==> config.mk <==
export PLATFORM = sky130hd
export DESIGN_NAME = fix_div_flat
export DESIGN_NICKNAME = d
export VERILOG_FILES = /design/src/rtl/fix_div_pkg.sv /design/src/rtl/fix_div_if.sv /design/src/rtl/fix_div_step.sv /design/src/rtl/fix_div.sv /design/src/flat_wrapper.sv
export SDC_FILE = /design/constraint.sdc
export NUM_CORES = 1
export LEC_CHECK = 0
export ABC_AREA = 0
export ABC_CLOCK_PERIOD_IN_PS = 3600
export CAP_MARGIN = 20
export CORE_MARGIN = 1
export CORE_UTILIZATION = 39
export CTS_CLUSTER_SIZE = 20
export DETAILED_ROUTE_END_ITERATION = 10
export GPL_TIMING_DRIVEN = 0
export PLACE_DENSITY_LB_ADDON = 0.3
export SLEW_MARGIN = 40
export SYNTH_ARGS = -nofsm -noshare
export SYNTH_HDL_FRONTEND = slang
export SYNTH_SLANG_ARGS = --single-unit
==> constraint.sdc <==
create_clock -name clk -period 3.6 [get_ports clk]
set_clock_uncertainty 0.2 [all_clocks]
set_input_delay 0.72 -clock clk [delete_from_list [all_inputs] [get_ports clk]]
set_output_delay 0.72 -clock clk [all_outputs]
set_load 0.005 [all_outputs]
==> src/rtl/fix_div_pkg.sv <==
// Shared types and constants for the fixed-point divider.
// Provides default geometry, FSM states, saturation limits and sign helpers.
package fix_pkg;

    localparam int WIDTH = 32;
    localparam int FRAC  = 16;

    typedef enum logic [1:0] {
        IDLE,
        CALC,
        DONE
    } state_t;

    localparam logic [WIDTH-1:0] MAX_POS = {1'b0, {(WIDTH-1){1'b1}}};
    localparam logic [WIDTH-1:0] MIN_NEG = {1'b1, {(WIDTH-1){1'b0}}};

    function automatic logic [WIDTH-1:0] fx_neg(input logic [WIDTH-1:0] x);
        return ~x + 1'b1;
    endfunction

    // |MIN_NEG| wraps to itself, which read as unsigned is the right magnitude.
    function automatic logic [WIDTH-1:0] fx_abs(input logic [WIDTH-1:0] x);
        return x[WIDTH-1] ? fx_neg(x) : x;
    endfunction

endpackage

==> src/rtl/fix_div_if.sv <==
// Operand/result handshake bundle for fix_div.
// master: drives in_valid/a/b/out_ready; slave: drives in_ready/out_valid/quot/flags.
interface fix_div_if #(
    parameter int WIDTH = 32
);
    logic             in_valid;
    logic             in_ready;
    logic [WIDTH-1:0] a;
    logic [WIDTH-1:0] b;
    logic             out_valid;
    logic             out_ready;
    logic [WIDTH-1:0] quot;
    logic             div_by_zero;
    logic             overflow;

    modport master (
        output in_valid, a, b, out_ready,
        input  in_ready, out_valid, quot, div_by_zero, overflow
    );

    modport slave (
        input  in_valid, a, b, out_ready,
        output in_ready, out_valid, quot, div_by_zero, overflow
    );
endinterface

==> src/rtl/fix_div_step.sv <==
// One combinational restoring-division step.
// i_rem/i_bit/i_div in -> o_rem (next remainder), o_q (quotient bit).
module fix_div_step #(
    parameter int WIDTH = 32
) (
    input  logic [WIDTH-1:0] i_rem,
    input  logic             i_bit,
    input  logic [WIDTH-1:0] i_div,
    output logic [WIDTH-1:0] o_rem,
    output logic             o_q
);
    logic [WIDTH:0]   w_sh;
    logic [WIDTH-1:0] w_diff;

    // Remainder stays below the divisor, so it fits WIDTH bits;
    // only the shifted value needs the extra bit for the compare.
    assign w_sh   = {i_rem, i_bit};
    assign o_q    = (w_sh >= {1'b0, i_div});
    assign w_diff = w_sh[WIDTH-1:0] - i_div;
    assign o_rem  = o_q ? w_diff : w_sh[WIDTH-1:0];
endmodule

==> src/rtl/fix_div.sv <==
// Sequential signed fixed-point divider: quot = (a << FRAC) / b, saturated.
// Ports: clk, rst (sync, active-high), bus (fix_div_if.slave handshake).
module fix_div
    import fix_pkg::*;
#(
    parameter int WIDTH = fix_pkg::WIDTH,
    parameter int FRAC  = fix_pkg::FRAC
) (
    input  logic      clk,
    input  logic      rst,
    fix_div_if.slave  bus
);
    localparam int N  = WIDTH + FRAC;
    localparam int CW = $clog2(N);

    localparam logic [N-1:0] LIM_POS = N'(MAX_POS);
    localparam logic [N-1:0] LIM_NEG = N'(MAX_POS) + 1'b1;

    state_t           r_state;
    logic [CW-1:0]    r_cnt;
    logic [N-1:0]     r_div;
    logic [WIDTH-1:0] r_rem;
    logic [WIDTH-1:0] r_bmag;
    logic             r_sign;
    logic             r_aneg;
    logic [WIDTH-1:0] r_quot;
    logic             r_dz;
    logic             r_ovf;
    logic             r_out_valid;

    logic [WIDTH-1:0] w_rem;
    logic             w_q;
    logic [WIDTH-1:0] w_amag;
    logic [WIDTH-1:0] w_bmag;

    assign w_amag = fx_abs(bus.a);
    assign w_bmag = fx_abs(bus.b);

    fix_div_step #(
        .WIDTH (WIDTH)
    ) u_step (
        .i_rem (r_rem),
        .i_bit (r_div[N-1]),
        .i_div (r_bmag),
        .o_rem (w_rem),
        .o_q   (w_q)
    );

    assign bus.in_ready    = (r_state == IDLE);
    assign bus.out_valid   = r_out_valid;
    assign bus.quot        = r_quot;
    assign bus.div_by_zero = r_dz;
    assign bus.overflow    = r_ovf;

    always_ff @(posedge clk) begin
        if (rst) begin
            r_state     <= IDLE;
            r_cnt       <= '0;
            r_div       <= '0;
            r_rem       <= '0;
            r_bmag      <= '0;
            r_sign      <= 1'b0;
            r_aneg      <= 1'b0;
            r_quot      <= '0;
            r_dz        <= 1'b0;
            r_ovf       <= 1'b0;
            r_out_valid <= 1'b0;
        end else begin
            unique case (r_state)
                IDLE: begin
                    if (bus.in_valid) begin
                        r_sign  <= bus.a[WIDTH-1] ^ bus.b[WIDTH-1];
                        r_aneg  <= bus.a[WIDTH-1];
                        r_bmag  <= w_bmag;
                        // r_div shifts dividend bits out of the top and
                        // quotient bits in at the bottom.
                        r_div   <= N'(w_amag) << FRAC;
                        r_rem   <= '0;
                        r_cnt   <= '0;
                        r_ovf   <= 1'b0;
                        r_dz    <= (bus.b == '0);
                        r_state <= (bus.b == '0) ? DONE : CALC;
                    end
                end
                CALC: begin
                    r_rem <= w_rem;
                    r_div <= {r_div[N-2:0], w_q};
                    r_cnt <= r_cnt + 1'b1;
                    if (r_cnt == CW'(N - 1)) begin
                        r_state <= DONE;
                    end
                end
                DONE: begin
                    // First DONE cycle applies sign and saturation.
                    if (!r_out_valid) begin
                        r_out_valid <= 1'b1;
                        if (r_dz) begin
                            r_quot <= r_aneg ? MIN_NEG : MAX_POS;
                        end else if (!r_sign && (r_div > LIM_POS)) begin
                            r_quot <= MAX_POS;
                            r_ovf  <= 1'b1;
                        end else if (r_sign && (r_div > LIM_NEG)) begin
                            r_quot <= MIN_NEG;
                            r_ovf  <= 1'b1;
                        end else if (r_sign) begin
                            r_quot <= fx_neg(r_div[WIDTH-1:0]);
                        end else begin
                            r_quot <= r_div[WIDTH-1:0];
                        end
                    end else if (bus.out_ready) begin
                        r_out_valid <= 1'b0;
                        r_state     <= IDLE;
                    end
                end
                default: r_state <= IDLE;
            endcase
        end
    end
endmodule

==> src/flat_wrapper.sv <==
// flat-port wrapper written by rule: the top's interface ports become plain ports
module fix_div_flat import fix_pkg::*;
#(
    parameter int WIDTH = fix_pkg::WIDTH,
    parameter int FRAC  = fix_pkg::FRAC
)
  (clk, rst, bus_in_valid, bus_a, bus_b, bus_out_ready, bus_in_ready, bus_out_valid, bus_quot, bus_div_by_zero, bus_overflow);
  fix_div_if #(.WIDTH(WIDTH)) bus_i ();
  input  logic clk;
  input  logic rst;
  input wire logic [$bits(bus_i.in_valid)-1:0] bus_in_valid;
  input wire logic [$bits(bus_i.a)-1:0] bus_a;
  input wire logic [$bits(bus_i.b)-1:0] bus_b;
  input wire logic [$bits(bus_i.out_ready)-1:0] bus_out_ready;
  output wire logic [$bits(bus_i.in_ready)-1:0] bus_in_ready;
  output wire logic [$bits(bus_i.out_valid)-1:0] bus_out_valid;
  output wire logic [$bits(bus_i.quot)-1:0] bus_quot;
  output wire logic [$bits(bus_i.div_by_zero)-1:0] bus_div_by_zero;
  output wire logic [$bits(bus_i.overflow)-1:0] bus_overflow;
  assign bus_i.in_valid = bus_in_valid;
  assign bus_i.a = bus_a;
  assign bus_i.b = bus_b;
  assign bus_i.out_ready = bus_out_ready;
  assign bus_in_ready = bus_i.in_ready;
  assign bus_out_valid = bus_i.out_valid;
  assign bus_quot = bus_i.quot;
  assign bus_div_by_zero = bus_i.div_by_zero;
  assign bus_overflow = bus_i.overflow;
  fix_div #(.WIDTH(WIDTH), .FRAC(FRAC)) u_core (.clk(clk), .rst(rst), .bus(bus_i));
endmodule
==> results of run 1 <==
layout make-up:
type                       count  area (sq um)
fill                        2550         13100
sequential                   157          3140
timing repair buffer         104          1030
inverter                      62           233
clock buffer                  17           425
antenna                        2          5.00
tap                          330           413
multi-input combinational    999          6390
clock inverter                15           166
buffer                        86           343
logic make-up after synthesis:
group	synth area share, %
xor+xnor	8.68
compound gates	26.8
fa+ha+maj	4.66
buf+inv	5.70
simple gates	20.5
mux	2.49
flops	31.1
synthesized netlist by cell type (4+ instances only):
cell type	n	area [sq um]
sky130_fd_sc_hd__dfxtp_1	157	3140
sky130_fd_sc_hd__nor2_1	146	548
sky130_fd_sc_hd__nand2_1	120	450
sky130_fd_sc_hd__o21ai_0	103	515
sky130_fd_sc_hd__a21oi_1	92	460
sky130_fd_sc_hd__clkbuf_1	74	278
sky130_fd_sc_hd__inv_1	61	229
sky130_fd_sc_hd__xor2_1	57	499
sky130_fd_sc_hd__xnor2_1	43	377
sky130_fd_sc_hd__a211oi_1	38	285
sky130_fd_sc_hd__ha_1	36	450
sky130_fd_sc_hd__nand3_1	26	130
sky130_fd_sc_hd__o31ai_1	25	188
sky130_fd_sc_hd__mux2i_1	24	240
sky130_fd_sc_hd__nand2b_1	19	119
sky130_fd_sc_hd__nor3_1	19	95.1
sky130_fd_sc_hd__a22oi_1	17	128
sky130_fd_sc_hd__o221ai_1	16	140
sky130_fd_sc_hd__or4_1	16	120
sky130_fd_sc_hd__nor4_1	15	93.8
sky130_fd_sc_hd__a21o_1	14	105
sky130_fd_sc_hd__a311oi_1	14	123
sky130_fd_sc_hd__o41ai_1	13	114
sky130_fd_sc_hd__a221oi_1	12	105
sky130_fd_sc_hd__and3_1	12	75.1
sky130_fd_sc_hd__or3_1	11	68.8
sky130_fd_sc_hd__nand4_1	10	62.6
sky130_fd_sc_hd__a32oi_1	8	70.1
sky130_fd_sc_hd__a31oi_1	6	37.5
sky130_fd_sc_hd__and2_1	6	37.5
sky130_fd_sc_hd__o21a_1	6	45.0
sky130_fd_sc_hd__or2_2	6	37.5
sky130_fd_sc_hd__buf_1	5	18.8
sky130_fd_sc_hd__nor2b_1	5	31.3
sky130_fd_sc_hd__a2111oi_0	4	35.0
sky130_fd_sc_hd__a211o_1	4	35.0
sky130_fd_sc_hd__and4_1	4	35.0
sky130_fd_sc_hd__buf_2	4	20.0
power groups by stage:
stage	clock (mW)	combinational, mW	sequential [mW]
CTS	1.83	1.54	1.99
global placement	0	1.51	2.03
floorplan	0	1.04	2.00
finish	1.81	1.57	2.00
detailed placement	0	1.53	2.03
global route	1.92	1.72	2.01
cell usage in the layout (no fill, tap or decap), types with 24 or more instances in the layout:
master,count
sky130_fd_sc_hd__a211oi_1,38
sky130_fd_sc_hd__a21oi_1,91
sky130_fd_sc_hd__clkbuf_1,74
sky130_fd_sc_hd__clkdlybuf4s50_1,101
sky130_fd_sc_hd__dfxtp_1,157
sky130_fd_sc_hd__ha_1,36
sky130_fd_sc_hd__inv_1,61
sky130_fd_sc_hd__mux2i_1,24
sky130_fd_sc_hd__nand2_1,120
sky130_fd_sc_hd__nand3_1,26
sky130_fd_sc_hd__nor2_1,146
sky130_fd_sc_hd__o21ai_0,103
sky130_fd_sc_hd__o31ai_1,25
sky130_fd_sc_hd__xnor2_1,43
sky130_fd_sc_hd__xor2_1,57
repair_timing:
| item | CTS | global route |
|---|---|---|
| endpoints found under the setup margin | 2 | 10 |
| gates resized for setup | 1 | 3 |
| pin swaps | 0 | 1 |
| setup buffers | 0 | 3 |
metal layers:
| metal | GRT usage, % | wire, um | up-vias |
|---|---|---|---|
| met3 | 3.82 | 1720 | 46 |
| met1 | 31.8 | 14600 | 4810 |
| met5 | 0 | 0 | - |
| li1 | - | - | 5004 |
| met2 | 36.8 | 13800 | 341 |
| met4 | 7.26 | 707 | 0 |
worst max-delay path by stage:
| stage | endpoint | start | cells after the start | slack, ns |
|---|---|---|---|---|
| finish | u_core.r_state[0] | bus_b[7] | 9 | 0.09 |
| CTS | u_core.r_state[0] | bus_b[7] | 9 | 0.05 |
| detailed placement | u_core.r_state[0] | bus_b[7] | 9 | -0.46 |
| floorplan | u_core.r_rem[30] | u_core.r_div[47] | 11 | 0.56 |
| global route | u_core.r_state[0] | bus_b[7] | 9 | 0.02 |
| global placement | u_core.r_state[0] | bus_b[7] | 9 | -0.46 |
sequential cells by signal (all words and copies together), names as in the netlist:
name / cells
u_core.r_sign: 1
u_core.r_bmag: 32
u_core.bus.quot: 32
u_core.r_state: 2
u_core.r_div: 48
u_core.bus.overflow: 1
u_core.r_rem: 32
u_core.r_aneg: 1
u_core.r_cnt: 6
u_core.bus.out_valid: 1
u_core.bus.div_by_zero: 1
critical path: cells and delay by family:
family,cells,cell delay (ns)
AO/OA/AOI/OAI,1,0.15
buffers and inverters,1,0.51
AND/OR/NAND/NOR,7,2.25
==> impl_summary.txt, run 1 <==
----------------------------------------------------
[Status]
  Run status ... finished, final reports clean

[Pwr]
  Total power per unit cell area ... 442 mW/mm^2
  Final Total Pwr ... 5.37 mW
  Highest ir drop seen on vdd ... 0.290 mV
  Internal cell power ... 3.44 mW
  Leakage power ... 4.68 nW
  Sequential Power Share ... 37.1%
  Share of total power in combinational logic ... 29.1%
  P_sw ... 1.94 mW
  Clock Power Share ... 33.7%
  Sw Ratio ... 36.1%

[Floorplan]
  Initial Utilization ... 40.0%
  Vertical die dimension ... 163 um
  Number of placed I/O pins ... 104
  Site row count ... 58
  Die Footprint ... 0.0265 sq mm
  Floorplan core area ... 0.0253 sq mm
  Die boundary width ... 163 um

[Setup path]
  Sort of element at the start of the critical path ... input pin
  Data arrival time of the worst path ... 3.63 ns
  Endpoint kind of the worst setup timing path ... flip-flop
  Critical Path, Cell by Cell ... clkdlybuf4s50_1 -> or4_4 -> nor3_4 -> nand3_2 -> nand3b_4 -> or3_4 -> nor3b_4 -> o22ai_1 -> and3b_1
  Reg2reg end ... u_core.r_rem[30]
  Flop-to-flop setup slack ... 0.16 ns
  Number of cell instances on the worst register-to-register path ... 11
  Worst-path cell with the longest stage delay ... sky130_fd_sc_hd__or4_4
  Classification of the worst setup path ... in2reg
  Data required time of the critical path ... 3.72 ns
  Largest fanout on the critical path ... 5
  Max incr delay on CP ... 0.59 ns
  Startpoint of the worst-slack reg-to-reg timing path ... u_core.r_div[47]

[Finish]
  Util after Layout ... 48.1%
  Share of final-layout standard cells stronger than drive strength 1 ... 4.51%
  Layout area overhead ... 20.4%
  Number of nets in the layout ... 1532
  Cell area after layout ... 0.0122 sq mm
  Post-layout instance count excluding filler cells ... 1772

[Global routing]
  Vias in the first global route ... 9243
  Initial antenna violation count ... 2
  Largest net degree at the start of global routing ... 19
  Total track usage ... 23.2%
  Congestion Overflow GR ... 0
  Global-route wire length before repair ... 48900 um

[STA]
  Crit path setup slack, layout ... 0.0899 ns
  Final slew viol count ... 0
  Fraction of the cycle the final worst path needs ... 97.5%
  Final critical path time including I/O delays and setup ... 3.51 ns
  Max transition margin ... 41.5%
  Sum of negative setup slack ... 0 ns
  Final setup violation count ... 0
  Setup repair after global routing missed its margin ... no
  Fmax ... 0.285 GHz
  Tightest Pin Transition ... 0.878 ns
  Final Hold Fails ... 0
  Worst hold slack ... 0.256 ns

[Synthesis]
  Post-synth top flop ... sky130_fd_sc_hd__dfxtp_1
  Unique masters post-synth ... 76
  Register area share after synthesis ... 31.1%
  FFs w/ async S/R, synth ... 0%
  Number of warning messages in the yosys log ... 0
  Number of synthesized flops with an enable pin ... 0
  Avg Inst Size Synth ... 7.74 sq um
  Synthesis-stage register bit count ... 157
  Cells after synthesis ... 1304
  Cell area after synthesis ... 0.0101 sq mm
  Number of nets produced by synthesis ... 1409

[Placed design]
  Post-placement cell count ... 1735
  Sum of net half-perimeters after detailed placement ... 23200 um
  Routability congestion estimate ... 0.926
  Number of port buffers ... 101
  Worst setup slack before clock tree synthesis ... -0.461 ns
  Post-DP Area ... 0.0115 sq mm

[Detailed routing]
  Number of remaining DRC errors ... 0
  Average wire per standard cell ... 17.4 um
  Final antenna-violating net count ... 0
  Drt pass-1 iters ... 5
  Detailed-route vias per instance ... 5.76
  Overall via count from detail_route ... 10201
  DRT Wirelength ... 30800 um
  Iter 0 DRT Violations ... 760

[Worst hold path]
  Tightest Hold Check Type ... reg2reg
  Sink of the worst hold path ... u_core.bus.quot[24]
  Hold path cells ... 2
  Startpoint of the tightest hold check path ... u_core.bus.quot[24]

[Clock network]
  Hold_buf cts ... 0
  Clock Path Buffers ... 2
  Clock tree from TritonCTS ... yes
  CTS buffer count ... 17
  Source-to-sink clock delay at the later pin of the worst-skew pair ... 0.43 ns
  Root cell of the clock tree ... sky130_fd_sc_hd__clkbuf_16
  Clock transition time at the flip-flop clock pins of the worst setup and hold paths ... 0.08 ns
  CTS sink cnt ... 157
  Number of H-tree levels ... 4

[Flow run]
  Max Cap Violations ... 0

----------------------------------------------------
Note: power is estimated with default switching activity, not from simulation.
==> run 2: changes to the inputs <==
--- a/config.mk
+++ b/config.mk
@@ -18,3 +18,4 @@
 export SYNTH_ARGS = -nofsm -noshare
 export SYNTH_HDL_FRONTEND = slang
 export SYNTH_SLANG_ARGS = --single-unit
+export TNS_END_PERCENT = 30
==> constraint.sdc (replaced) <==
create_clock -name clk -period 3.6 [get_ports clk]
set_clock_uncertainty 0.2 [all_clocks]
set_input_delay 0.36 -clock clk [delete_from_list [all_inputs] [get_ports clk]]
set_output_delay 0.36 -clock clk [all_outputs]
set_load 0.005 [all_outputs]
==> run 2 against run 1 <==
Count of clock-buffer cells in the layout stayed put. Routed wire length hardly changed. Register-to-register slack hardly changed. Die area stayed put. Critical path type is now reg2reg. Sequential share of layout area is 0.059 points higher. Setup slack better by 0.063 ns. Flip-flop and latch count stayed put. Worst hold slack better by 0.00097 ns. Power hardly changed. Fmax is 1.8% higher. Critical endpoint is now u_core.r_rem[30].
==> impl_summary.txt, run 2 (synthesized netlist as in run 1, its figures left out) <==
----------------------------------------------------
[Detailed routing]
  Final antenna-violating net count ... 0
  Detailed-route vias per instance ... 5.77
  Iter 0 DRT Violations ... 742
  Drt pass-1 iters ... 5
  DRT Wirelength ... 30800 um
  Average wire per standard cell ... 17.4 um
  Overall via count from detail_route ... 10208
  Number of remaining DRC errors ... 0

[Clock network]
  Root cell of the clock tree ... sky130_fd_sc_hd__clkbuf_16
  Buffers inserted during post-CTS setup optimization ... 0
  Source-to-sink clock delay at the later pin of the worst-skew pair ... 0.43 ns
  CTS sink cnt ... 157
  Number of H-tree levels ... 4
  Clock transition time at the flip-flop clock pins of the worst setup and hold paths ... 0.08 ns
  Clock Path Buffers ... 2
  Clock tree from TritonCTS ... yes
  CTS buffer count ... 17

[Global routing]
  Largest net degree at the start of global routing ... 19
  Congestion Overflow GR ... 0
  Global-route wire length before repair ... 48900 um
  Initial antenna violation count ... 2
  Vias in the first global route ... 9245
  Total track usage ... 23.2%

[STA]
  Fraction of the cycle the final worst path needs ... 95.8%
  Worst hold slack ... 0.257 ns
  Setup repair after global routing missed its margin ... no
  Max transition margin ... 45.1%
  Tightest Pin Transition ... 0.824 ns
  Final critical path time including I/O delays and setup ... 3.45 ns
  Final slew viol count ... 0
  Fmax ... 0.290 GHz
  Final setup violation count ... 0
  Final Hold Fails ... 0

[Placed design]
  Sum of net half-perimeters after detailed placement ... 23200 um
  Number of port buffers ... 101
  Routability congestion estimate ... 0.926
  Post-placement cell count ... 1735

[Finish]
  Largest register FFs ... 48
  Layout area overhead ... 20.1%
  Largest register by flop count ... u_core.r_div
  Number of nets in the layout ... 1529
  Commonest cells after routing, fill and taps aside ... 157 x sky130_fd_sc_hd__dfxtp_1, 146 x sky130_fd_sc_hd__nor2_1, 120 x sky130_fd_sc_hd__nand2_1
  Share of final-layout standard cells stronger than drive strength 1 ... 4.31%
  Commonest non-fill, non-tap cell in the layout ... sky130_fd_sc_hd__dfxtp_1
  Post-layout instance count excluding filler cells ... 1769

[Worst hold path]
  Tightest Hold Check Type ... reg2reg

[Floorplan]
  Site row count ... 58
  Initial Utilization ... 40.0%
  Vertical die dimension ... 163 um
  Floorplan core area ... 0.0253 sq mm
  Number of placed I/O pins ... 104
  Die Footprint ... 0.0265 sq mm
  Die boundary width ... 163 um

[Setup path]
  Data arrival time of the worst path ... 3.62 ns
  Flop-to-flop setup slack ... 0.15 ns
  Reg2reg end ... u_core.r_rem[30]
  Sort of element at the start of the critical path ... flip-flop
  Number of cell instances on the worst register-to-register path ... 11
  Classification of the worst setup path ... reg2reg
  Startpoint of the worst-slack reg-to-reg timing path ... u_core.r_div[47]
  Beginning of the critical path ... u_core.r_div[47]
  Data required time of the critical path ... 3.77 ns
  Largest fanout on the critical path ... 4
  Endpoint kind of the worst setup timing path ... flip-flop
  Crit path to ... u_core.r_rem[30]

[Flow run]
  Max Cap Violations ... 0

[Pwr]
  Total power per unit cell area ... 443 mW/mm^2
  Highest ir drop seen on vdd ... 0.289 mV
  Leakage power ... 4.66 nW

[Status]
  Run status ... finished, final reports clean

----------------------------------------------------
## run 2: layout make-up
class,count,area (sq um)
Fill cell,2551,13100
Tap cell,330,413
Timing Repair Buffer,101,1010
Clock inverter,15,166
Buffer,86,343
Sequential cell,157,3140
Multi-Input combinational cell,999,6390
Antenna cell,2,5.00
Clock buffer,17,425
Inverter,62,233
## run 2: through the flow
stage / instance area, sq um / util [%] / setup slack [ns] / TNS (ns) / power [mW]
after floorplan: 10100 / - / 0.558 / 0 / 3.04
after global placement: 11500 / 45.6 / -0.104 / -0.198 / 3.55
after detailed placement: 11500 / 45.6 / -0.101 / -0.186 / 3.57
after CTS: 12100 / 47.9 / 0.113 / 0 / 5.37
after global routing: 12100 / 48.0 / 0.0509 / 0 / 5.65
final: 12100 / 48.0 / 0.152 / 0 / 5.38
## run 2: per-layer routing
layer / global-route usage, % / vias up / routed length (um)
met5: 0 / - / 0
met4: 7.22 / 0 / 670
met3: 3.82 / 42 / 1930
met2: 36.8 / 371 / 13900
met1: 31.8 / 4790 / 14300
li1: - / 5005 / -
## run 2: worst min-delay path by stage
stage / startpoint / end / slack (ns) / depth (start not counted)
5_1_grt: u_core.bus.quot[24] / u_core.bus.quot[24] / 0.28 / 2
3_5_place_dp: u_core.bus.quot[24] / u_core.bus.quot[24] / 0.25 / 2
4_1_cts: u_core.bus.quot[24] / u_core.bus.quot[24] / 0.26 / 2
3_3_place_gp: u_core.bus.quot[24] / u_core.bus.quot[24] / 0.24 / 2
6_report: u_core.bus.quot[24] / u_core.bus.quot[24] / 0.26 / 2
2_1_floorplan: u_core.r_cnt[5] / u_core.r_cnt[5] / 0.24 / 1
## run 2: where the power goes
part	total, mW	internal [mW]	switching, mW
registers	2.00	1.88	0.116
logic	1.56	0.621	0.943
clock network	1.82	0.933	0.884
total	5.38	3.43	1.94
## run 2: what timing repair did
action	CTS	global route
resized for setup	0	3
hold buffers	0	0
hold endpoints to repair	0	0
setup endpoints to repair	0	5
## run 2: critical path: stages, from the launching register on
cell and delay (ns):
sky130_fd_sc_hd__dfxtp_1 0.40, sky130_fd_sc_hd__inv_1 0.09, sky130_fd_sc_hd__ha_1 0.23, sky130_fd_sc_hd__fa_1 0.41
sky130_fd_sc_hd__nor2b_1 0.18, sky130_fd_sc_hd__o31a_1 0.20, sky130_fd_sc_hd__a21oi_1 0.13, sky130_fd_sc_hd__a211o_1 0.32
sky130_fd_sc_hd__a21oi_2 0.27, sky130_fd_sc_hd__mux2_2 0.38, sky130_fd_sc_hd__or4_1 0.50, sky130_fd_sc_hd__nand2_1 0.08
